## src/rtl/bootrom_arbiter.sv

```systemverilog
// bootrom_arbiter: two-master round-robin Wishbone arbiter for the boot ROM; optional BOOTROM_ARB_TIMEOUT_EN adds a stall timeout returning err
module bootrom_arbiter #(
  parameter int AW      = 32,
  parameter int DW      = 32,
  parameter int SELW    = 2,
  parameter int TIMEOUT = 15
) (
  input  logic            wb_clk_i,
  input  logic            wb_rst_ni,
  input  logic            m0_cyc_i,
  input  logic            m0_stb_i,
  input  logic            m0_we_i,
  input  logic            m0_tga_i,
  input  logic [AW-1:0]   m0_adr_i,
  input  logic [DW-1:0]   m0_dat_i,
  input  logic [SELW-1:0] m0_sel_i,
  output logic [DW-1:0]   m0_dat_o,
  output logic            m0_ack_o,
  output logic            m0_err_o,
  input  logic            m1_cyc_i,
  input  logic            m1_stb_i,
  input  logic            m1_we_i,
  input  logic            m1_tga_i,
  input  logic [AW-1:0]   m1_adr_i,
  input  logic [DW-1:0]   m1_dat_i,
  input  logic [SELW-1:0] m1_sel_i,
  output logic [DW-1:0]   m1_dat_o,
  output logic            m1_ack_o,
  output logic            m1_err_o,
  output logic            s_cyc_o,
  output logic            s_stb_o,
  output logic            s_we_o,
  output logic            s_tga_o,
  output logic [AW-1:0]   s_adr_o,
  output logic [DW-1:0]   s_dat_o,
  output logic [SELW-1:0] s_sel_o,
  input  logic [DW-1:0]   s_dat_i,
  input  logic            s_ack_i,
  output logic [1:0]      gnt_o
);
  typedef enum logic [1:0] {IDLE, GNT0, GNT1} state_t;
  state_t state_q, state_d;
  logic last_q, last_d;
  logic g0, g1;

  if (TIMEOUT < 1 || TIMEOUT > 255) begin : g_bad_timeout
    $error("bootrom_arbiter: TIMEOUT must be in 1..255");
  end

  // next grant: ties go to the master that was not served last; release hands off with no bubble
  always_comb begin
    state_d = state_q;
    last_d  = last_q;
    case (state_q)
      IDLE: state_d = (m0_cyc_i & m1_cyc_i) ? (last_q ? GNT0 : GNT1) :
                      m0_cyc_i ? GNT0 : m1_cyc_i ? GNT1 : IDLE;
      GNT0: if (!m0_cyc_i) begin
        last_d  = 1'b0;
        state_d = m1_cyc_i ? GNT1 : IDLE;
      end
      GNT1: if (!m1_cyc_i) begin
        last_d  = 1'b1;
        state_d = m0_cyc_i ? GNT0 : IDLE;
      end
      default: state_d = IDLE;
    endcase
  end

  // grant and round-robin pointer registers; master 0 wins the first tie after reset
  always_ff @(posedge wb_clk_i or negedge wb_rst_ni) begin
    if (!wb_rst_ni) begin
      state_q <= IDLE;
      last_q  <= 1'b1;
    end else begin
      state_q <= state_d;
      last_q  <= last_d;
    end
  end

  assign g0       = state_q == GNT0;
  assign g1       = state_q == GNT1;
  assign gnt_o    = {g1, g0};
  assign s_cyc_o  = (g0 & m0_cyc_i) | (g1 & m1_cyc_i);
  assign s_stb_o  = (g0 & m0_cyc_i & m0_stb_i) | (g1 & m1_cyc_i & m1_stb_i);
  assign s_we_o   = g0 ? m0_we_i  : g1 ? m1_we_i  : 1'b0;
  assign s_tga_o  = g0 ? m0_tga_i : g1 ? m1_tga_i : 1'b0;
  assign s_adr_o  = g0 ? m0_adr_i : g1 ? m1_adr_i : '0;
  assign s_dat_o  = g0 ? m0_dat_i : g1 ? m1_dat_i : '0;
  assign s_sel_o  = g0 ? m0_sel_i : g1 ? m1_sel_i : '0;
  assign m0_dat_o = s_dat_i;
  assign m1_dat_o = s_dat_i;
  assign m0_ack_o = s_ack_i & g0;
  assign m1_ack_o = s_ack_i & g1;

`ifdef BOOTROM_ARB_TIMEOUT_EN
  logic [7:0] cnt_q, cnt_d;
  logic stall, err;

  // count stalled strobes; err fires on the TIMEOUT-th stalled cycle, ack always wins
  always_comb begin
    stall = s_stb_o & ~s_ack_i;
    err   = stall & (cnt_q + 8'd1 == 8'(TIMEOUT));
    cnt_d = (state_d != state_q || s_ack_i || err) ? 8'd0 : stall ? cnt_q + 8'd1 : cnt_q;
  end

  // stall counter register
  always_ff @(posedge wb_clk_i or negedge wb_rst_ni) begin
    if (!wb_rst_ni) cnt_q <= 8'd0;
    else cnt_q <= cnt_d;
  end

  assign m0_err_o = err & g0;
  assign m1_err_o = err & g1;
`else
  assign m0_err_o = 1'b0;
  assign m1_err_o = 1'b0;
`endif
endmodule
```

## config.mk

```make
export PLATFORM = sky130hd
export DESIGN_NAME = bootrom_arbiter
export DESIGN_NICKNAME = d
export VERILOG_FILES = /design/src/rtl/bootrom_arbiter.sv
export SDC_FILE = /design/constraint.sdc
export NUM_CORES = 1
export LEC_CHECK = 0
export CAP_MARGIN = 20
export CORE_AREA = 2 2 123 125
export CTS_CLUSTER_DIAMETER = 60
export DETAILED_ROUTE_END_ITERATION = 6
export DIE_AREA = 0 0 125 127
export DONT_BUFFER_PORTS = 1
export PLACE_DENSITY = 0.3
export RECOVER_POWER = 25
export SLEW_MARGIN = 20
export SYNTH_ARGS = -nofsm -noshare
export SYNTH_HDL_FRONTEND = slang
export SYNTH_SLANG_ARGS = --single-unit
```

## constraint.sdc

```tcl
create_clock -name wb_clk_i -period 1.9 [get_ports wb_clk_i]
set_clock_uncertainty 0.05 [all_clocks]
set_input_delay 0.19 -clock wb_clk_i [delete_from_list [all_inputs] [get_ports wb_clk_i]]
set_output_delay 0.19 -clock wb_clk_i [all_outputs]
set_load 0.005 [all_outputs]
```

==> summary.txt <==
Cells and area
  – Fill count: approximately 1700
  – Finished Layout Cells: 286
  – Multi-input logic area: slightly below 800 sq um
  – Area delta synth->final: -22.3%
  – Antenna cells: 0
  – Cell area after layout: 1260 sq um
  – Share of cells above drive strength 1: 0.608
  – Nets: 278
  – Reg area: 76.3 sq um

Setup path
  – Crit path capture type: output port
  – R2r startpoint: state_q[1]
  – Worst Setup Start Kind: flip-flop
  – CP startpoint: state_q[1]
  – Crit Path Category: reg -> out
  – WP data required: between 1.5 and 2 ns
  – CP arrival: about 1.5 ns
  – Worst Path Max Fanout: 25

Global routing
  – First-pass GRT wire length: 5640 um
  – Number of global-route vias before repair: 943
  – Grt total ovfl: 0
  – Gr usage total: 0.0459
  – Initial antenna violation count: 0
  – Largest net degree at the start of global routing: between 40 and 50

Yosys
  – Largest family of logic cells by synthesized area: buffers and inverters
  – Yosys reg bits: 3
  – Yosys top cell area share: 0.314
  – Top-count cell post-synth: buf_4
  – Xor and xnor area share after synthesis: 0
  – Synth Area in Compound Gates: 0.431
  – Number of distinct library cells after synthesis: 22
  – Synth Instances: roughly 180
  – Sequential element share of the synthesized area: 0.0470
  – Asr flop ratio synth: 1.00
  – Largest area contributor in the netlist: a22o_2
  – Synth area leaders: a22o_2, buf_4, a22o_1, buf_6, buf_8
  – Multiplexer share of the synthesized area: 0
  – Synth Area in Adders: 0
  – Syn_area_per_cell: 9.12 sq um
  – Synth warnings: 0
  – Synth top cells by count: buf_4, a22o_2, a22o_1, buf_6, buf_8
  – Post-Syn Area: 1620 sq um
  – Post-synth EDFFs: 0
  – Primary FF master, synth: dfrtp_1
  – Post-Synth Simple-Gate Area: 0.0539

Place
  – Placed insts: roughly 280
  – DP HPWL: 3990 um
  – Place WS: 0.347 ns
  – Placed Area: 1170 sq um
  – RD Place Congestion: 0.718
  – Port Buffers: 0

Floorplan
  – Core area: 14400 sq um
  – Row Count: 44
  – # IOs: 315
  – Die Wd: 125 um
  – Starting Density: 0.113
  – Die H: 127 um
  – Die area: 15900 sq um

Timing
  – Final setup TNS: 0 ns
  – Unrepaired setup endpoints after global routing: no
  – FMAX: 571 MHz
  – Final Max Tran Viols: 0
  – Final worst slack: 0.148 ns
  – Final setup viols: 0
  – Hold Vio Cnt, Final: 0
  – Final min period: 1.75 ns
  – Period utilization: 0.922

Route
  – Drt first-iter violations: 23
  – Top Metal Used: met4
  – DR vias: 1093
  – WL met3: 708 um
  – DR WL met2: 2420 um
  – WL/cell: between 15 and 20 um
  – DRT Pass-1 Iters: 4
  – Vias per inst: 3.82
  – Total Wirelength: 4620 um
  – M1 WL: between 1000 and 1500 um
  – Post-route DRC: 0
  – Antenna-violating nets left: 0

Clocking
  – PostCTS Resize Cnt: 0
  – Worst skew pair latency: between 0.2 and 0.25 ns
  – CTS H-Tree Depth: 1
  – CTS tree: done
  – TritonCTS Buffers: 3
  – Reg clk slew, reported paths: 0.03 ns
  – Sink Count: 3
  – Worst-case clock buffer depth: 2
  – CTS root buffer: clkbuf_16

Pwr
  – Worst vdd ir: 0.316 mV
  – Comb power frac: 0.575
  – Clock power share: 0.318
  – Power Internal: 662 uW
  – PwrDens: 817 nW/um^2
  – Sequential Power Share: 0.107
  – Leak Pwr: around 0.44 nW
  – P_sw: 369 uW
  – Tot Pwr: 1.03 mW
  – Switching share of power: 0.358

Hold path
  – Hold crit path type: in -> reg
  – Hold Crit Start: m0_cyc_i

Run
  – Max Cap Violations: 0

Status
  – Status: completed
-- power by group through the flow --
stage	clock [mW]	sequential [mW]	combinational [mW]
finish	0.328	0.110	0.592
global route	0.343	0.113	0.638
CTS	0.333	0.111	0.601
detailed placement	0	0.111	0.600
global placement	0	0.110	0.598
floorplan	0	0.0929	0.764
-- flip-flops by register name, summed over array words and instances (netlist names) --
signal   cells
last_q       1
state_q      2
-- layer usage --
| metal | up-vias | track usage |
|---|---|---|
| met5 | - | 0 |
| met4 | 0 | 0.0131 |
| met3 | 15 | 0.0209 |
| met2 | 147 | 0.0866 |
| met1 | 490 | 0.0452 |
| li1 | 441 | - |
-- metrics by stage --
| stage | hold slack, ns | util |
|---|---|---|
| after floorplan | -0.156 | - |
| after global placement | -0.155 | 0.0813 |
| after detailed placement | -0.155 | 0.0813 |
| after CTS | 0.0474 | 0.0874 |
| after global routing | 0.0469 | 0.0874 |
| final | 0.0479 | 0.0874 |
-- what timing repair did --
item / in CTS / in global routing
hold buffers: 1 / 0
buffers inserted: 0 / 0
endpoints found under the hold margin: 3 / 0
-- cells by family after synthesis --
family	after synthesis
AO/OA/AOI/OAI	75
flip-flops	3
AND/OR/NAND/NOR	12
other	1
buffers and inverters	87
-- layout make-up --
| type | count | area share |
|---|---|---|
| Clock buffer | 4 | 0.0625 |
| Sequential cell | 3 | 0.0605 |
| Multi-Input combinational cell | 89 | 0.630 |
| Inverter | 1 | 0.00298 |
| Timing Repair Buffer | 5 | 0.0615 |
| Tap cell | 184 | 0.183 |
-- cell usage in the layout, fill, tap and decap left out --
| cell type | Yosys | final |
|---|---|---|
| clkbuf_16 | 0 | 3 |
| nand3_1 | 1 | 1 |
| nand2_1 | 1 | 1 |
| a22o_1 | 17 | 17 |
| buf_12 | 2 | 3 |
| buf_4 | 68 | 1 |
| dfrtp_1 | 2 | 2 |
| nand3b_1 | 1 | 1 |
| dlygate4sd3_1 | 0 | 1 |
| nor2_1 | 2 | 2 |
| dfstp_2 | 1 | 1 |
| conb_1 | 1 | 2 |
| inv_1 | 1 | 1 |
| o21ai_0 | 4 | 4 |
| nor2b_4 | 2 | 2 |
| and2_1 | 3 | 3 |
| o22a_1 | 1 | 1 |
| o22ai_1 | 1 | 1 |
| a21oi_1 | 1 | 1 |
| clkbuf_1 | 0 | 1 |
| and2b_2 | 1 | 1 |
| a22o_2 | 51 | 51 |
| nand4b_1 | 1 | 1 |
-- path summary, 6_finish.rpt --
path / endpoint / slack, ns / cells past startpoint
hold / removal: state_q[0] / 0.05 / 1
hold reg to reg: last_q / 0.49 / 2
max in group asynchronous: last_q / 1.39 / 1
setup / recovery: s_adr_o[1] / 0.15 / 3
min in group asynchronous: state_q[0] / 0.18 / 1
setup reg to reg: state_q[1] / 0.73 / 3
-- worst max-delay path, cell delays in order, from the launching register on --
cell and delay (ns):
dfrtp_1 0.52, nor2b_4 0.24, buf_4 0.29, a22o_1 0.23
Power figures use the tool's default switching activity.
